--- src/rtl/rvga_dmem_bridge_if.sv ---
// Core memory-stage port and on-chip data bus bundle for rvga_dmem_bridge.
// slave: the bridge's view; master: the core/bus environment's view.
interface rvga_dmem_bridge_if;
  logic        core_r_v_i;
  logic        core_w_v_i;
  logic [31:0] core_addr_i;
  logic [31:0] core_data_i;
  logic [31:0] core_data_o;
  logic        core_resp_v_o;
  logic        bus_req_v_o;
  logic        bus_we_o;
  logic [31:0] bus_addr_o;
  logic [31:0] bus_wdata_o;
  logic        bus_ready_i;
  logic        bus_rvalid_i;
  logic [31:0] bus_rdata_i;
  logic        err_o;

  modport slave (
    input  core_r_v_i, core_w_v_i,
    input  core_addr_i, core_data_i,
    output core_data_o, core_resp_v_o,
    output bus_req_v_o, bus_we_o,
    output bus_addr_o, bus_wdata_o,
    input  bus_ready_i, bus_rvalid_i,
    input  bus_rdata_i,
    output err_o
  );

  modport master (
    output core_r_v_i, core_w_v_i,
    output core_addr_i, core_data_i,
    input  core_data_o, core_resp_v_o,
    input  bus_req_v_o, bus_we_o,
    input  bus_addr_o, bus_wdata_o,
    output bus_ready_i, bus_rvalid_i,
    output bus_rdata_i,
    input  err_o
  );
endinterface

--- src/rtl/rvga_dmem_bridge.sv ---
// Data-memory bridge: level-held core request -> one registered bus
// transaction, with request-phase timeout and sticky error flag.
module rvga_dmem_bridge #(
  parameter int TIMEOUT   = 200,
  parameter int TIMEOUT_W = 8
) (
  input logic             clk_i,
  input logic             rst_i,
  rvga_dmem_bridge_if.slave dm
);

  typedef enum logic [1:0] {
    IDLE,
    REQ,
    WAIT_R,
    RESP
  } state_t;

  localparam logic [TIMEOUT_W-1:0] TO_CNT =
    TIMEOUT_W'(TIMEOUT);

  state_t               state;
  logic [TIMEOUT_W-1:0] cnt;
  logic [31:0]          addr_q;
  logic [31:0]          wdata_q;
  logic [31:0]          data_q;
  logic                 we_q;
  logic                 req_q;
  logic                 resp_q;
  logic                 err_q;

  always_ff @(posedge clk_i or posedge rst_i) begin
    if (rst_i) begin
      state   <= IDLE;
      cnt     <= '0;
      addr_q  <= '0;
      wdata_q <= '0;
      data_q  <= '0;
      we_q    <= 1'b0;
      req_q   <= 1'b0;
      resp_q  <= 1'b0;
      err_q   <= 1'b0;
    end else begin
      resp_q <= 1'b0;
      // rvalid is only meaningful while a read waits for data
      if (dm.bus_rvalid_i && state != WAIT_R)
        err_q <= 1'b1;
      unique case (state)
        IDLE: begin
          if (dm.core_w_v_i || dm.core_r_v_i) begin
            addr_q  <= {dm.core_addr_i[31:2], 2'b00};
            wdata_q <= dm.core_data_i;
            we_q    <= dm.core_w_v_i;
            req_q   <= 1'b1;
            cnt     <= '0;
            state   <= REQ;
            if ((dm.core_w_v_i && dm.core_r_v_i) ||
                (dm.core_addr_i[1:0] != 2'b00))
              err_q <= 1'b1;
          end
        end
        REQ: begin
          if (dm.bus_ready_i) begin
            req_q <= 1'b0;
            if (we_q) begin
              resp_q <= 1'b1;
              state  <= RESP;
            end else begin
              state  <= WAIT_R;
            end
          end else if (TIMEOUT != 0 && cnt == TO_CNT) begin
            req_q  <= 1'b0;
            resp_q <= 1'b1;
            err_q  <= 1'b1;
            if (!we_q)
              data_q <= 32'hDEAD_BEEF;
            state  <= RESP;
          end else begin
            cnt <= cnt + 1'b1;
          end
        end
        WAIT_R: begin
          if (dm.bus_rvalid_i) begin
            data_q <= dm.bus_rdata_i;
            resp_q <= 1'b1;
            state  <= RESP;
          end
        end
        RESP: begin
          state <= IDLE;
        end
        default: begin
          state <= IDLE;
        end
      endcase
    end
  end

  assign dm.core_data_o   = data_q;
  assign dm.core_resp_v_o = resp_q;
  assign dm.bus_req_v_o   = req_q;
  assign dm.bus_we_o      = we_q;
  assign dm.bus_addr_o    = addr_q;
  assign dm.bus_wdata_o   = wdata_q;
  assign dm.err_o         = err_q;

endmodule

--- src/flat_wrapper.sv ---
// flat-port wrapper written by rule: the top's interface ports become plain ports
module rvga_dmem_bridge_flat 
#(
  parameter int TIMEOUT   = 200,
  parameter int TIMEOUT_W = 8
)
  (clk_i, rst_i, dm_core_r_v_i, dm_core_w_v_i, dm_core_addr_i, dm_core_data_i, dm_core_data_o, dm_core_resp_v_o, dm_bus_req_v_o, dm_bus_we_o, dm_bus_addr_o, dm_bus_wdata_o, dm_bus_ready_i, dm_bus_rvalid_i, dm_bus_rdata_i, dm_err_o);
  rvga_dmem_bridge_if dm_i ();
  input logic clk_i;
  input logic rst_i;
  input wire logic [$bits(dm_i.core_r_v_i)-1:0] dm_core_r_v_i;
  input wire logic [$bits(dm_i.core_w_v_i)-1:0] dm_core_w_v_i;
  input wire logic [$bits(dm_i.core_addr_i)-1:0] dm_core_addr_i;
  input wire logic [$bits(dm_i.core_data_i)-1:0] dm_core_data_i;
  output wire logic [$bits(dm_i.core_data_o)-1:0] dm_core_data_o;
  output wire logic [$bits(dm_i.core_resp_v_o)-1:0] dm_core_resp_v_o;
  output wire logic [$bits(dm_i.bus_req_v_o)-1:0] dm_bus_req_v_o;
  output wire logic [$bits(dm_i.bus_we_o)-1:0] dm_bus_we_o;
  output wire logic [$bits(dm_i.bus_addr_o)-1:0] dm_bus_addr_o;
  output wire logic [$bits(dm_i.bus_wdata_o)-1:0] dm_bus_wdata_o;
  input wire logic [$bits(dm_i.bus_ready_i)-1:0] dm_bus_ready_i;
  input wire logic [$bits(dm_i.bus_rvalid_i)-1:0] dm_bus_rvalid_i;
  input wire logic [$bits(dm_i.bus_rdata_i)-1:0] dm_bus_rdata_i;
  output wire logic [$bits(dm_i.err_o)-1:0] dm_err_o;
  assign dm_i.core_r_v_i = dm_core_r_v_i;
  assign dm_i.core_w_v_i = dm_core_w_v_i;
  assign dm_i.core_addr_i = dm_core_addr_i;
  assign dm_i.core_data_i = dm_core_data_i;
  assign dm_core_data_o = dm_i.core_data_o;
  assign dm_core_resp_v_o = dm_i.core_resp_v_o;
  assign dm_bus_req_v_o = dm_i.bus_req_v_o;
  assign dm_bus_we_o = dm_i.bus_we_o;
  assign dm_bus_addr_o = dm_i.bus_addr_o;
  assign dm_bus_wdata_o = dm_i.bus_wdata_o;
  assign dm_i.bus_ready_i = dm_bus_ready_i;
  assign dm_i.bus_rvalid_i = dm_bus_rvalid_i;
  assign dm_i.bus_rdata_i = dm_bus_rdata_i;
  assign dm_err_o = dm_i.err_o;
  rvga_dmem_bridge #(.TIMEOUT(TIMEOUT), .TIMEOUT_W(TIMEOUT_W)) u_core (.clk_i(clk_i), .rst_i(rst_i), .dm(dm_i));
endmodule
--- config.mk ---
export PLATFORM = sky130hd
export DESIGN_NAME = rvga_dmem_bridge_flat
export DESIGN_NICKNAME = d
export VERILOG_FILES = /design/src/rtl/rvga_dmem_bridge_if.sv /design/src/rtl/rvga_dmem_bridge.sv /design/src/flat_wrapper.sv
export SDC_FILE = /design/constraint.sdc
export NUM_CORES = 1
export LEC_CHECK = 0
export ABC_AREA = 1
export CORE_ASPECT_RATIO = 0.75
export CORE_MARGIN = 2
export CORE_UTILIZATION = 43
export CTS_CLUSTER_DIAMETER = 50
export DETAILED_ROUTE_END_ITERATION = 10
export HOLD_SLACK_MARGIN = 0.02
export PLACE_DENSITY = 0.82
export REMOVE_ABC_BUFFERS = 1
export SETUP_SLACK_MARGIN = 0.3
export SLEW_MARGIN = 5
export SYNTH_ARGS = -nofsm -noshare
export SYNTH_HDL_FRONTEND = slang
export SYNTH_SLANG_ARGS = --single-unit
export TNS_END_PERCENT = 10
--- constraint.sdc ---
create_clock -name clk_i -period 4.5 [get_ports clk_i]
set_input_delay 0.9 -clock clk_i [delete_from_list [all_inputs] [get_ports clk_i]]
set_output_delay 0.9 -clock clk_i [all_outputs]
set_load 0.01 [all_outputs]
==> results of run 1 <==
[tightest hold or removal path, cell delays in order (launching register included)]
cell and delay [ns]:
sky130_fd_sc_hd__dfrtp_1 0.35, sky130_fd_sc_hd__nand2_1 0.05, sky130_fd_sc_hd__nand2_1 0.05
[power groups by stage]
| stage | combinational [W] | sequential [W] | clock [W] |
|---|---|---|---|
| 6_report | 0.00262 | 0.00170 | 0.000833 |
| 5_1_grt | 0.00289 | 0.00175 | 0.000887 |
| 4_1_cts | 0.00264 | 0.00170 | 0.000852 |
| 3_5_place_dp | 0.00263 | 0.00171 | 0 |
| 3_3_place_gp | 0.00254 | 0.00169 | 0 |
| 2_1_floorplan | 0.00112 | 0.00188 | 0 |
[stage by stage]
step	cells	setup slack, ns	cell area [um^2]	hold WS [ns]	util [%]
5_1_grt	898	1.86	7110	0.495	65.5
4_1_cts	898	2.07	7110	0.475	65.5
3_3_place_gp	882	1.84	6800	0.453	62.6
3_5_place_dp	882	1.71	6800	0.457	62.6
6_report	898	2.08	7110	0.474	65.5
2_1_floorplan	540	0.187	4600	0.488	-
[layout by cell type (no fill, tap or decap)]
master	count
sky130_fd_sc_hd__nand2_1	298
sky130_fd_sc_hd__clkdlybuf4s50_1	199
sky130_fd_sc_hd__dfrtp_1	108
sky130_fd_sc_hd__nand3_1	37
sky130_fd_sc_hd__or2_2	24
sky130_fd_sc_hd__inv_1	12
sky130_fd_sc_hd__nor2_1	10
sky130_fd_sc_hd__nand2_2	10
sky130_fd_sc_hd__clkbuf_16	9
sky130_fd_sc_hd__nand3b_1	8
sky130_fd_sc_hd__o21ai_0	8
sky130_fd_sc_hd__ha_1	5
sky130_fd_sc_hd__a21oi_1	3
sky130_fd_sc_hd__inv_6	3
sky130_fd_sc_hd__buf_4	3
sky130_fd_sc_hd__inv_4	2
sky130_fd_sc_hd__nand4_1	2
sky130_fd_sc_hd__xor2_1	2
sky130_fd_sc_hd__o21bai_1	2
sky130_fd_sc_hd__conb_1	2
sky130_fd_sc_hd__inv_8	2
sky130_fd_sc_hd__nor2_4	1
sky130_fd_sc_hd__inv_2	1
sky130_fd_sc_hd__or2_4	1
sky130_fd_sc_hd__and3_4	1
sky130_fd_sc_hd__nand2_4	1
sky130_fd_sc_hd__o211ai_1	1
sky130_fd_sc_hd__a21boi_0	1
sky130_fd_sc_hd__bufinv_16	1
sky130_fd_sc_hd__clkinv_4	1
[state kept, by name (all words and copies together), names as in the netlist]
name	count
u_core.cnt	8
u_core.dm.bus_addr_o	30
u_core.dm.bus_req_v_o	1
u_core.dm.bus_wdata_o	32
u_core.dm.bus_we_o	1
u_core.dm.core_data_o	32
u_core.dm.core_resp_v_o	1
u_core.dm.err_o	1
u_core.state	2
[layout make-up]
| type | instances | area, um^2 |
|---|---|---|
| clock buffers | 9 | 225 |
| clock inverters | 7 | 87.6 |
| fillers | 880 | 3750 |
| inverters | 15 | 61.3 |
| multi-input cells | 417 | 1840 |
| flip-flops and latches | 108 | 2700 |
| well taps | 140 | 175 |
| repair buffers | 202 | 2010 |
[worst paths after layout]
kind	to	slack [ns]
max in group asynchronous	u_core.dm.core_data_o[11]	2.42
max	u_core.dm.bus_wdata_o[6]	2.08
max reg2reg	u_core.dm.core_data_o[9]	2.14
min in group asynchronous	u_core.dm.core_data_o[30]	1.14
min	u_core.dm.core_data_o[14]	0.47
min reg2reg	u_core.dm.core_data_o[14]	0.47
[metal layers]
metal  routed length, um  track usage [%]
met3                 702             4.77
met2                6550             38.2
met5                   0                0
met4                 255             7.59
met1                5570             27.0
[logic make-up after synthesis]
kind of cell,count (synthesis)
AO/OA/AOI/OAI,15
other,1
adder cells (fa/ha/maj),5
AND/OR/NAND/NOR,393
XOR/XNOR,2
buffers and inverters,45
flip-flops,108
==> run summary, run 1 <==
The run finished with clean final reports. Per report_power, the clock group accounts for 16.2% of the total. Setup repair after global routing left no endpoint under its margin. The worst path needs 2.42 ns of the cycle, external delays included. The tools report the critical path data required time as 4.78 ns. Across the VDD grid, the largest voltage drop is 0.000621 V. The initial antenna violation count came out at 0.

Of all cell types, the one taking the most synthesized area is sky130_fd_sc_hd__dfrtp_1. The repair_antennas step left the layout with diodes totalling 0. For the setup violation total in the final timing report, the log shows 0. For the first-pass GRT wire length, the log shows 20800 um. The floorplan step defined a die boundary enclosing 12000 um^2.

STA classifies the critical path endpoint as a flop. The commonest cells after synthesis are sky130_fd_sc_hd__nand2_1 (298), sky130_fd_sc_hd__dfrtp_1 (108), sky130_fd_sc_hd__nand3_1 (37). In the synthesized netlist the async set-or-reset flop fraction comes to 100%. The startpoint identified for the worst hold timing path is u_core.dm.core_data_o[14]. The layout cell share with drive strength beyond 1 was 7.92%; the pin count of the biggest net entering global routing was 86. The worst-case headroom to the max-slew limit is 29.0%, and the peak fanout along the critical path is 62. Overall power consumption after layout is estimated at 0.00515 W. Summing the areas of all fa, ha and maj instances in the mapped netlist gives 1.31% of the synthesized area.

By instance count, the cell type seen most on the critical path is sky130_fd_sc_hd__nand2_1. Dividing the detail-routed via count by the number of cells gives 4.82. TritonCTS built the clock tree. The min-delay analysis places its worst path in the category flop to flop. The logs give 0 for the post-CTS resize count and 44.0% for the effective utilization at floorplan. The floorplan has 33 rows. For the final-report max-slew violation count, the log shows 0.

The share of total power in combinational logic was 50.9%; the yosys synthesis warning count was 0. By area, the combinational part of the netlist is dominated by simple AND/OR/NAND/NOR gates. The power dissipated by switching net loads is 0.00205 W. Traced cell by cell, the critical path runs through clkdlybuf4s50_1, nor2_1, nor2_4, inv_2, nand2_1, nand2_1. Setup total negative slack on the finished layout was measured at 0 ns. Summing every instance area after synthesis gives 4770 um^2. The number of enable flip-flop cells after synthesis works out to 0. The cell with the largest stage delay on the worst path is sky130_fd_sc_hd__inv_2. The congestion estimate from routability-driven global placement came to 0.843. Sorting the synthesized cells by area gives the leading types as sky130_fd_sc_hd__dfrtp_1 (57%), sky130_fd_sc_hd__nand2_1 (23%), sky130_fd_sc_hd__nand3_1 (3.9%). The post-synthesis average cell area is 8.39 um^2, and the cell depth of the worst hold path is 2. In this run the count of I/O pins placed on the die edge is 202. The power density normalized to cell area is 725 nW/um^2, and the number of buffers added by the clock tree synthesis step is 9. The clock drives 108 sinks. At the pin with the least slew margin, the transition time is 1.06 ns. CTS built an H-tree with a depth of 3. The worst register-to-register path has a depth of 8. For the count of TritonRoute iterations in the first routing pass, the log shows 6. The run gives 56.6% as the sequential cell area fraction in the yosys report.

The later pin in the worst-skew pair is clocked with a latency of 0.35 ns. The leakage component of the power was 3.41 nW; the net switching share of the total power was 39.8%. Among all cell types in the netlist, the one instantiated most often is sky130_fd_sc_hd__nand2_1. STA classifies the critical path startpoint as a primary input. Sequential power share: 33.0%.

In the synthesized netlist the dominant register cell turns out to be sky130_fd_sc_hd__dfrtp_1. The count of vias placed by the detailed router came out at 4326. The top cell type by area accounts for 56.6% of the synthesized area. The post-layout net count was 860; the worst clock skew was 0.00774 ns. The number of buffers and inverters on the critical path is 2. The maximum clock frequency is 0.413 GHz, and the count of routing violations after the opening detailed-route iteration is 259.

The critical path depth in cells was 6. The synthesized netlist devotes 34.8% of its cell area to simple gates. For this run, design rule violations remaining after detail routing come to 0. Counting flops and latches in the post-synthesis netlist gives 108. In this run the worst setup path begins at dm_core_w_v_i. The final layout contains routed wiring with a total length of 13100 um. The kind of cell with the highest combined delay along the critical path is buffers and inverters. The core region is 10900 um^2. The area growth from synthesis to layout came out at 48.9%. The wire-length estimate of the detail-placed layout is 9210 um. In this run the tool buffered the top-level ports with 199 buffer cells. The via count of the first global-routing pass was 4247. No sink is reached through more buffers than the 2 on the longest clock path. The mux cell area share after synthesis was 0%; the per-cell routed wire length was 14.6 um.

For the count of distinct cell types in the synthesized netlist, the log shows 27. The worst stage delay on the critical path is 0.72 ns. After layout, the worst path uses 53.8% of the clock period. The floorplan step set the die height to 95.2 um.

Summing the areas of all compound-gate instances in the mapped netlist gives 1.78% of the synthesized area. The internal power of the cells totals 0.00310 W. Classification of the worst setup path: primary input to flop.

The data arrival time of the worst path is 2.70 ns. The final hold violation count was 0; the width of the chip was 126 um. Synthesis produced a netlist whose cell count is 569.

The number of maximum-capacitance constraint violations came out at 0. After clock tree synthesis, the clock-pin slew on the worst setup and hold paths is 0.07 ns. The xor/xnor share of the synthesized area is 0.367%.

The startpoint identified for the worst register-to-register timing path is u_core.state[0]. The detail route stage leaves a number of antenna-violating nets equal to 0. For this design, the CTS-stage hold fixing added 0 buffers.

The number of setup buffers added after CTS is 0. For this run, the total global-route usage over all layers was measured as 21.8%. Global routing finished with a remaining overflow of 0. The buffer type at the clock tree root is sky130_fd_sc_hd__clkbuf_16.
Note: power is estimated with default switching activity, not from simulation.
==> run 2, diff against run 1 <==
--- a/config.mk
+++ b/config.mk
@@ -8,11 +8,11 @@
 export ABC_AREA = 1
 export CORE_ASPECT_RATIO = 0.75
 export CORE_MARGIN = 2
-export CORE_UTILIZATION = 43
+export CORE_UTILIZATION = 39
 export CTS_CLUSTER_DIAMETER = 50
 export DETAILED_ROUTE_END_ITERATION = 10
 export HOLD_SLACK_MARGIN = 0.02
-export PLACE_DENSITY = 0.82
+export PLACE_DENSITY = 0.78
 export REMOVE_ABC_BUFFERS = 1
 export SETUP_SLACK_MARGIN = 0.3
 export SLEW_MARGIN = 5
==> constraint.sdc (replaced) <==
create_clock -name clk_i -period 2.1 [get_ports clk_i]
set_input_delay 0.42 -clock clk_i [delete_from_list [all_inputs] [get_ports clk_i]]
set_output_delay 0.42 -clock clk_i [all_outputs]
set_load 0.01 [all_outputs]
==> run 2 against run 1 <==
Sequential cell count is the same. Utilization shrank 3.1 points. Combinational power grew 140%. Global-route usage shrank 1.4 points. Total power grew 120%. Clock-buffer cell count grew 1. Critical path type is now flop to flop. Highest routed layer unchanged.
==> run summary, run 2 (same netlist as run 1, synthesis figures left out) <==
The top-level I/O count was 202 (unchanged). Pin count of the biggest net entering global routing: 43 (-50%). Residual overflow from global routing: 0 (unchanged). The wire length on met3 is 734 um (+4.6%).

Derived from the worst setup path, the maximum achievable clock frequency is 0.575 GHz. Setup repair after global routing could not meet its margin everywhere. The run gives 0 (unchanged) as the final-report max-slew violation count.

The worst path uses 82.9% of the clock period. The floorplan die height works out to 99.8 um (+4.8%). The minimum hold slack came out at 0.307 ns (-0.167 ns). Sum of net half-perimeters after detailed placement: 9920 um (+7.8%).

The data arrival time of the worst path came out at 2.02 ns (-0.68 ns). The area occupied by multi-input gates is 1900 um^2 (+2.9%). The cell-internal power is 0.00689 W (+120%). After layout, the minimum clock period comes to 1.74 ns. The run gives 13900 um (+6.4%) as the total wire length.

The portion of total power attributed to the clock network came out at 14.4% (-1.8 points). The die area is 13100 um^2 (+9.9%), and the quantity of I/O buffers inserted on ports is 199 (unchanged). The count of antenna-violating nets left after detailed routing came out at 0 (unchanged). Number of buffers added by the clock tree synthesis step: 9 (unchanged). For the via count of the first global-routing pass, the log shows 4387 (+3.3%).

The number of cells in the finished layout apart from fillers is 934 (+4.0%). The run gives 0.34 ns (about the same) as the later-pin clock latency in the skew report. The highest signal layer in the routed design is met4. For the count of routing violations after the opening detailed-route iteration, the log shows 228 (-12%). The clock slew seen by the registers of the worst setup and hold paths was 0.08 ns (about the same). The post-layout net count was 874 (+1.6%); the number of placement rows was 34 (+3.0%). Compared with the post-synthesis result, the final layout area differs by 53.9%. The run finished with clean final reports. TritonCTS built the clock tree. The setup violation total in the final timing report is 0 (unchanged). Count of TritonRoute iterations in the first routing pass: 5 (-1). Peak supply drop: 0.000824 V (+33%). The top cell types in the final layout, fill and taps aside, are sky130_fd_sc_hd__nand2_1 (296), sky130_fd_sc_hd__clkdlybuf4s50_1 (199), sky130_fd_sc_hd__dfrtp_1 (108). The final weighted congestion in routability-driven placement is 0.788 (-6.5%). The per-cell routed wire length is 14.9 um (+2.3%), and the final hold violation count is 0 (unchanged). The effective utilization at floorplan is 40.5% (-3.4 points), and the flip-flop and latch area is 2700 um^2 (unchanged). Commonest non-fill, non-tap cell in the layout: sky130_fd_sc_hd__nand2_1. The worst setup path is launched from a flop.

The logs give 0 (unchanged) for the number of maximum-capacitance constraint violations and 0.00462 W (+130%) for the power dissipated by switching net loads. The number of buffers inserted by hold repair at cts is 0 (unchanged), and the initial antenna violation count is 0 (unchanged). The worst clock skew is 0.00546 ns (-0.00228 ns). The final total power was 0.0115 W (+120%). The path class of the tightest hold or removal check is primary input to async pin. The antenna diode count was 0 (unchanged); the width of the chip was 132 um (+4.8%). The total of fill cells in the finished design is 1039 (+18%), and the power density normalized to cell area is 1570 nW/um^2 (+120%).

The worst setup path is of the flop to flop kind. The layout cell share with drive strength beyond 1 is 10.4% (+2.4 points), and the maximum number of buffers from clock root to sink is 2 (unchanged). For the DRC violation count after routing, the log shows 0 (unchanged). The net switching share of the total power is 40.2% (+0.37 points). The tools report the leakage component of the power as 3.50 nW (+2.6%). For the critical path data required time, the log shows 2.38 ns (-2.40 ns). The first-pass GRT wire length is 21600 um (+3.8%). The number of H-tree branching levels came out at 3 (unchanged). The root buffer cell chosen for the clock tree is sky130_fd_sc_hd__clkbuf_16. The peak fanout along the critical path works out to 33 (-47%). STA classifies the critical path endpoint as a flop. The share of total power in combinational logic is 54.0% (+3.1 points), and the detail-routed via count per cell is 4.83 (+0.30%). For the routed metal-1 wirelength, the log shows 5840 um (+4.8%). The count of vias placed by the detailed router is 4513 (+4.3%). Global-route usage over all layers: 20.4% (-1.4 points).

The tools report the number of instances in the placed design as 913 (+3.5%). The placeable core area was 11800 um^2 (+8.5%); the sequential power share was 31.6% (-1.4 points). The wire length on met2 is 6990 um (+6.7%). The total clock sinks was 108 (unchanged).
[run 2: cell types whose count changed in the layout (fill, tap and decap cells not counted), sizes merged]
cell / delta
buf: +11
clkinv: +3
clkbuf: +2
inv: -2
bufinv: -1
nand2: +1
[run 2: worst max-delay path, cell delays in order (launching register included)]
cell                      delay, ns
sky130_fd_sc_hd__dfrtp_1       0.44
sky130_fd_sc_hd__inv_1         0.11
sky130_fd_sc_hd__ha_1          0.18
sky130_fd_sc_hd__inv_1         0.10
sky130_fd_sc_hd__nor2_4        0.26
sky130_fd_sc_hd__buf_4         0.37
sky130_fd_sc_hd__nand2_1       0.12
sky130_fd_sc_hd__nand2_1       0.08
[run 2: path summary, 6_finish.rpt]
path	startpoint	endpoint	slack (ns)	cells after the start
setup / recovery	u_core.state[1]	u_core.dm.bus_wdata_o[31]	0.36	7
hold / removal	rst_i	u_core.dm.core_data_o[1]	0.31	2
setup reg to reg	u_core.state[1]	u_core.dm.bus_wdata_o[31]	0.36	7
hold reg to reg	u_core.dm.bus_addr_o[28]	u_core.dm.bus_addr_o[28]	0.47	2
max in group asynchronous	rst_i	u_core.dm.bus_addr_o[3]	1.20	3
min in group clk_i	u_core.dm.bus_addr_o[28]	u_core.dm.bus_addr_o[28]	0.47	2
[run 2: repair_timing]
action | CTS | global route
cloned | 0 | 3
setup endpoints to repair | 32 | 81
gates resized for setup | 3 | 12
buffers inserted | 0 | 2
pin swaps | 0 | 1
[run 2: cell type report]
type                       instances  area share, %
sequential                       108           36.8
inverter                          15          0.868
tap                              162           2.76
timing repair inverter             1         0.0681
clock inverter                     6          0.749
multi-input combinational        418           25.8
clock buffer                      10           3.25
timing repair buffer             214           29.7
[run 2: per-stage QoR]
stage          setup slack, ns  util, %  cell area, um^2  TNS (ns)
3_3_place_gp             0.240     58.9             6940         0
3_5_place_dp             0.185     58.9             6940         0
2_1_floorplan            -1.99        -             4600   -252.35
5_1_grt                  0.244     62.4             7350         0
6_report                 0.360     62.4             7350         0
4_1_cts                  0.306     61.5             7250         0
[run 2: power groups by stage]
stage,clock network (W),registers (W),logic (W)
after floorplan,0,0.00403,0.00240
after global placement,0,0.00362,0.00568
after detailed placement,0,0.00366,0.00591
after CTS,0.00170,0.00363,0.00597
after global routing,0.00179,0.00375,0.00677
final,0.00166,0.00364,0.00621
[run 2: per-layer routing]
metal  up-vias  GRT usage (%)
met5         -              0
met4         0           7.19
met3        28           4.44
met2       175           35.8
met1      2158           25.1
li1       2152              -
==> run 3, diff against run 2 <==
--- a/config.mk
+++ b/config.mk
@@ -8,11 +8,11 @@
 export ABC_AREA = 1
 export CORE_ASPECT_RATIO = 0.75
 export CORE_MARGIN = 2
-export CORE_UTILIZATION = 39
+export CORE_UTILIZATION = 43
 export CTS_CLUSTER_DIAMETER = 50
 export DETAILED_ROUTE_END_ITERATION = 10
 export HOLD_SLACK_MARGIN = 0.02
-export PLACE_DENSITY = 0.78
+export PLACE_DENSITY = 0.82
 export REMOVE_ABC_BUFFERS = 1
 export SETUP_SLACK_MARGIN = 0.3
 export SLEW_MARGIN = 5
==> constraint.sdc (replaced) <==
create_clock -name clk_i -period 1.8 [get_ports clk_i]
set_input_delay 0.36 -clock clk_i [delete_from_list [all_inputs] [get_ports clk_i]]
set_output_delay 0.36 -clock clk_i [all_outputs]
set_load 0.01 [all_outputs]
==> run 3 against run 2 <==
Cell area rose by 7.1%. Clock skew rose by 0.0042 ns. Sequential power rose by 18%. Total power rose by 34%. Critical path type is now flop to output port. Sequential cell count did not move. Utilization rose by 10 points. Critical endpoint is now dm_core_data_o[25]. Sequential share of layout area fell by 2.4 points. Die area fell by 9.0%. Setup slack got worse by 0.25 ns. Critical path depth fell by 6. Via count rose by 2.1%. Combinational power rose by 46%.
==> run summary, run 3 (same netlist as run 1, synthesis figures left out) <==
The smallest clock period supported by the final layout is computed as 1.69 ns. For the maximum clock frequency, the log shows 0.593 GHz. The floorplan die height works out to 95.2 um (-4.6%). In this run the worst hold path is classified as primary input to async pin.

The leakage component of the power is 3.74 nW (+6.9%), and the final hold violation count is 0 (unchanged). The per-cell routed wire length is 16.1 um (+8.2%), and the peak fanout along the critical path is 2 (-94%). The width of the chip works out to 126 um (-4.6%).

The top cell types in the final layout, fill and taps aside, are sky130_fd_sc_hd__nand2_1 (276), sky130_fd_sc_hd__clkdlybuf4s50_1 (198), sky130_fd_sc_hd__dfrtp_1 (107). The first-pass GRT wire length is 22100 um (+2.7%). The count of routing violations after the opening detailed-route iteration came out at 278 (+22%). The final critical path takes up 93.7% of the cycle. The initial antenna violation count is 0 (unchanged), and the effective utilization at floorplan is 44.0% (+3.4 points). For the core occupancy in the finished layout, the log shows 72.5% (+10 points).

Total clock sinks: 108 (unchanged). The sum of net half-perimeters after detailed placement is 9420 um (-5.1%), and the number of buffers added by the clock tree synthesis step is 9 (unchanged). The detail-routed via count per cell was 4.93 (+1.9%); the final total power was 0.0155 W (+34%). The worst stage delay on the critical path came out at 0.58 ns (+0.14 ns). For the minimum hold slack, the log shows 0.268 ns (-0.0394 ns).

The tools report the later-pin clock latency in the skew report as 0.34 ns (about the same). The signal on the critical path passes through clkdlybuf4s50_1. The residual overflow from global routing was 0 (unchanged); the global-route usage over all layers was 23.4% (+3.1 points).

The slowest stage of the critical path belongs to the cell sky130_fd_sc_hd__clkdlybuf4s50_1. The cell area after placement came out at 7000 um^2 (+0.87%). The startpoint identified for the worst register-to-register timing path is u_core.state[0]. The number of buffers inserted by hold repair at cts was 0 (unchanged); the placeable core area was 10900 um^2 (-7.8%). The tools report the sort of element at the end of the critical path as an output port.

The logs give 1.44 ns (-0.94 ns) for the critical path data required time and 4 (-1) for the count of TritonRoute iterations in the first routing pass. The total of fill cells in the finished design is 759 (-27%), and the setup TNS is 0 ns (unchanged). The area growth from synthesis to layout is 64.9%. The layout cell share with drive strength beyond 1 works out to 17.0% (+6.6 points). The top-level I/O count is 202 (unchanged), and the count of antenna-violating nets left after detailed routing is 0 (unchanged).

The run finished with clean final reports. The data arrival time of the worst path is 1.33 ns (-0.69 ns). The quantity of I/O buffers inserted on ports was 199 (unchanged); the number of H-tree branching levels was 3 (unchanged).

The final weighted congestion in routability-driven placement is 0.835 (+6.0%). The post-layout net count came out at 899 (+2.9%). The antenna diode count was 0 (unchanged); the final instance area was 7870 um^2 (+7.1%). The die area is 12000 um^2 (-9.0%), and the buffer and inverter count on the worst path is 1 (-2).

For the setup violation total in the final timing report, the log shows 0 (unchanged). Startpoint kind of the worst setup timing path: a flop. In this run the worst setup path begins at u_core.dm.core_data_o[25]. The DRC violation count after routing came out at 0 (unchanged). The logs give 0.000924 V (+12%) for the peak supply drop and 0 (unchanged) for the final-report max-slew violation count. Leaving out fill and tap cells, the most frequent cell in the layout is sky130_fd_sc_hd__nand2_1. The maximum number of buffers from clock root to sink came out at 2 (unchanged).

The count of vias placed by the detailed router was 4610 (+2.1%); the clock slew seen by the registers of the worst setup and hold paths was 0.08 ns (about the same). The kind of cell with the highest combined delay along the critical path is buffers and inverters. The via count of the first global-routing pass came out at 4443 (+1.3%).

Setup repair after global routing could not meet its margin everywhere. The run gives 15100 um (+8.4%) as the total wire length. The worst setup path is of the flop to output port kind. The pin count of the biggest net entering global routing is 60 (+40%). Buffer type at the clock tree root: sky130_fd_sc_hd__clkbuf_16. TritonCTS built the clock tree.

The worst clock skew is 0.00968 ns (+0.00421 ns), and the number of placement rows is 33 (-2.9%). The power density normalized to cell area came out at 1960 nW/um^2 (+25%). The number of maximum-capacitance constraint violations is 0 (unchanged).
## run 3: per-stage QoR
step | instances | setup slack, ns
after CTS | 924 | 0.152
after global placement | 896 | 0.0765
after detailed placement | 896 | 0.0134
after global routing | 936 | 0.0929
final | 936 | 0.113
after floorplan | 540 | -2.29
## run 3: report_power, final
| group | internal (W) | switching (W) | leakage (nW) |
|---|---|---|---|
| Combinational | 0.00471 | 0.00433 | 2.26 |
| Sequential | 0.00359 | 0.000702 | 1.33 |
| Clock | 0.00123 | 0.000897 | 0.154 |
## run 3: per-layer routing
metal	GRT usage, %	routed length (um)	vias up
met1	30.2	6040	2186
li1	-	-	2202
met5	0	0	-
met2	40.0	7700	191
met4	7.69	328	0
met3	4.99	1010	31
## run 3: worst paths after layout
check	to	slack (ns)	cells after the start
worst max register to register	u_core.dm.core_data_o[8]	0.15	8
worst max-delay path	dm_core_data_o[25]	0.11	1
worst min register to register	u_core.dm.bus_addr_o[31]	0.47	2
max in group asynchronous	u_core.dm.bus_addr_o[13]	0.99	3
min in group clk_i	u_core.dm.bus_addr_o[31]	0.47	2
worst min-delay path	u_core.dm.core_data_o[9]	0.27	2
## run 3: final cells by class
| cell class | count | area (um^2) | area share, % |
|---|---|---|---|
| sequential | 108 | 2700 | 34.4 |
| clock buffer | 9 | 225 | 2.86 |
| tap | 140 | 175 | 2.23 |
| clock inverter | 6 | 96.3 | 1.22 |
| inverter | 15 | 66.3 | 0.843 |
| timing repair buffer | 241 | 2600 | 33.1 |
| multi-input combinational | 417 | 2000 | 25.4 |
## run 3: timing repair
action | in CTS | in global routing
setup buffers | 8 | 8
gates resized for setup | 24 | 37
gates cloned | 5 | 4
setup endpoints to repair | 203 | 204
pin swaps | 1 | 11
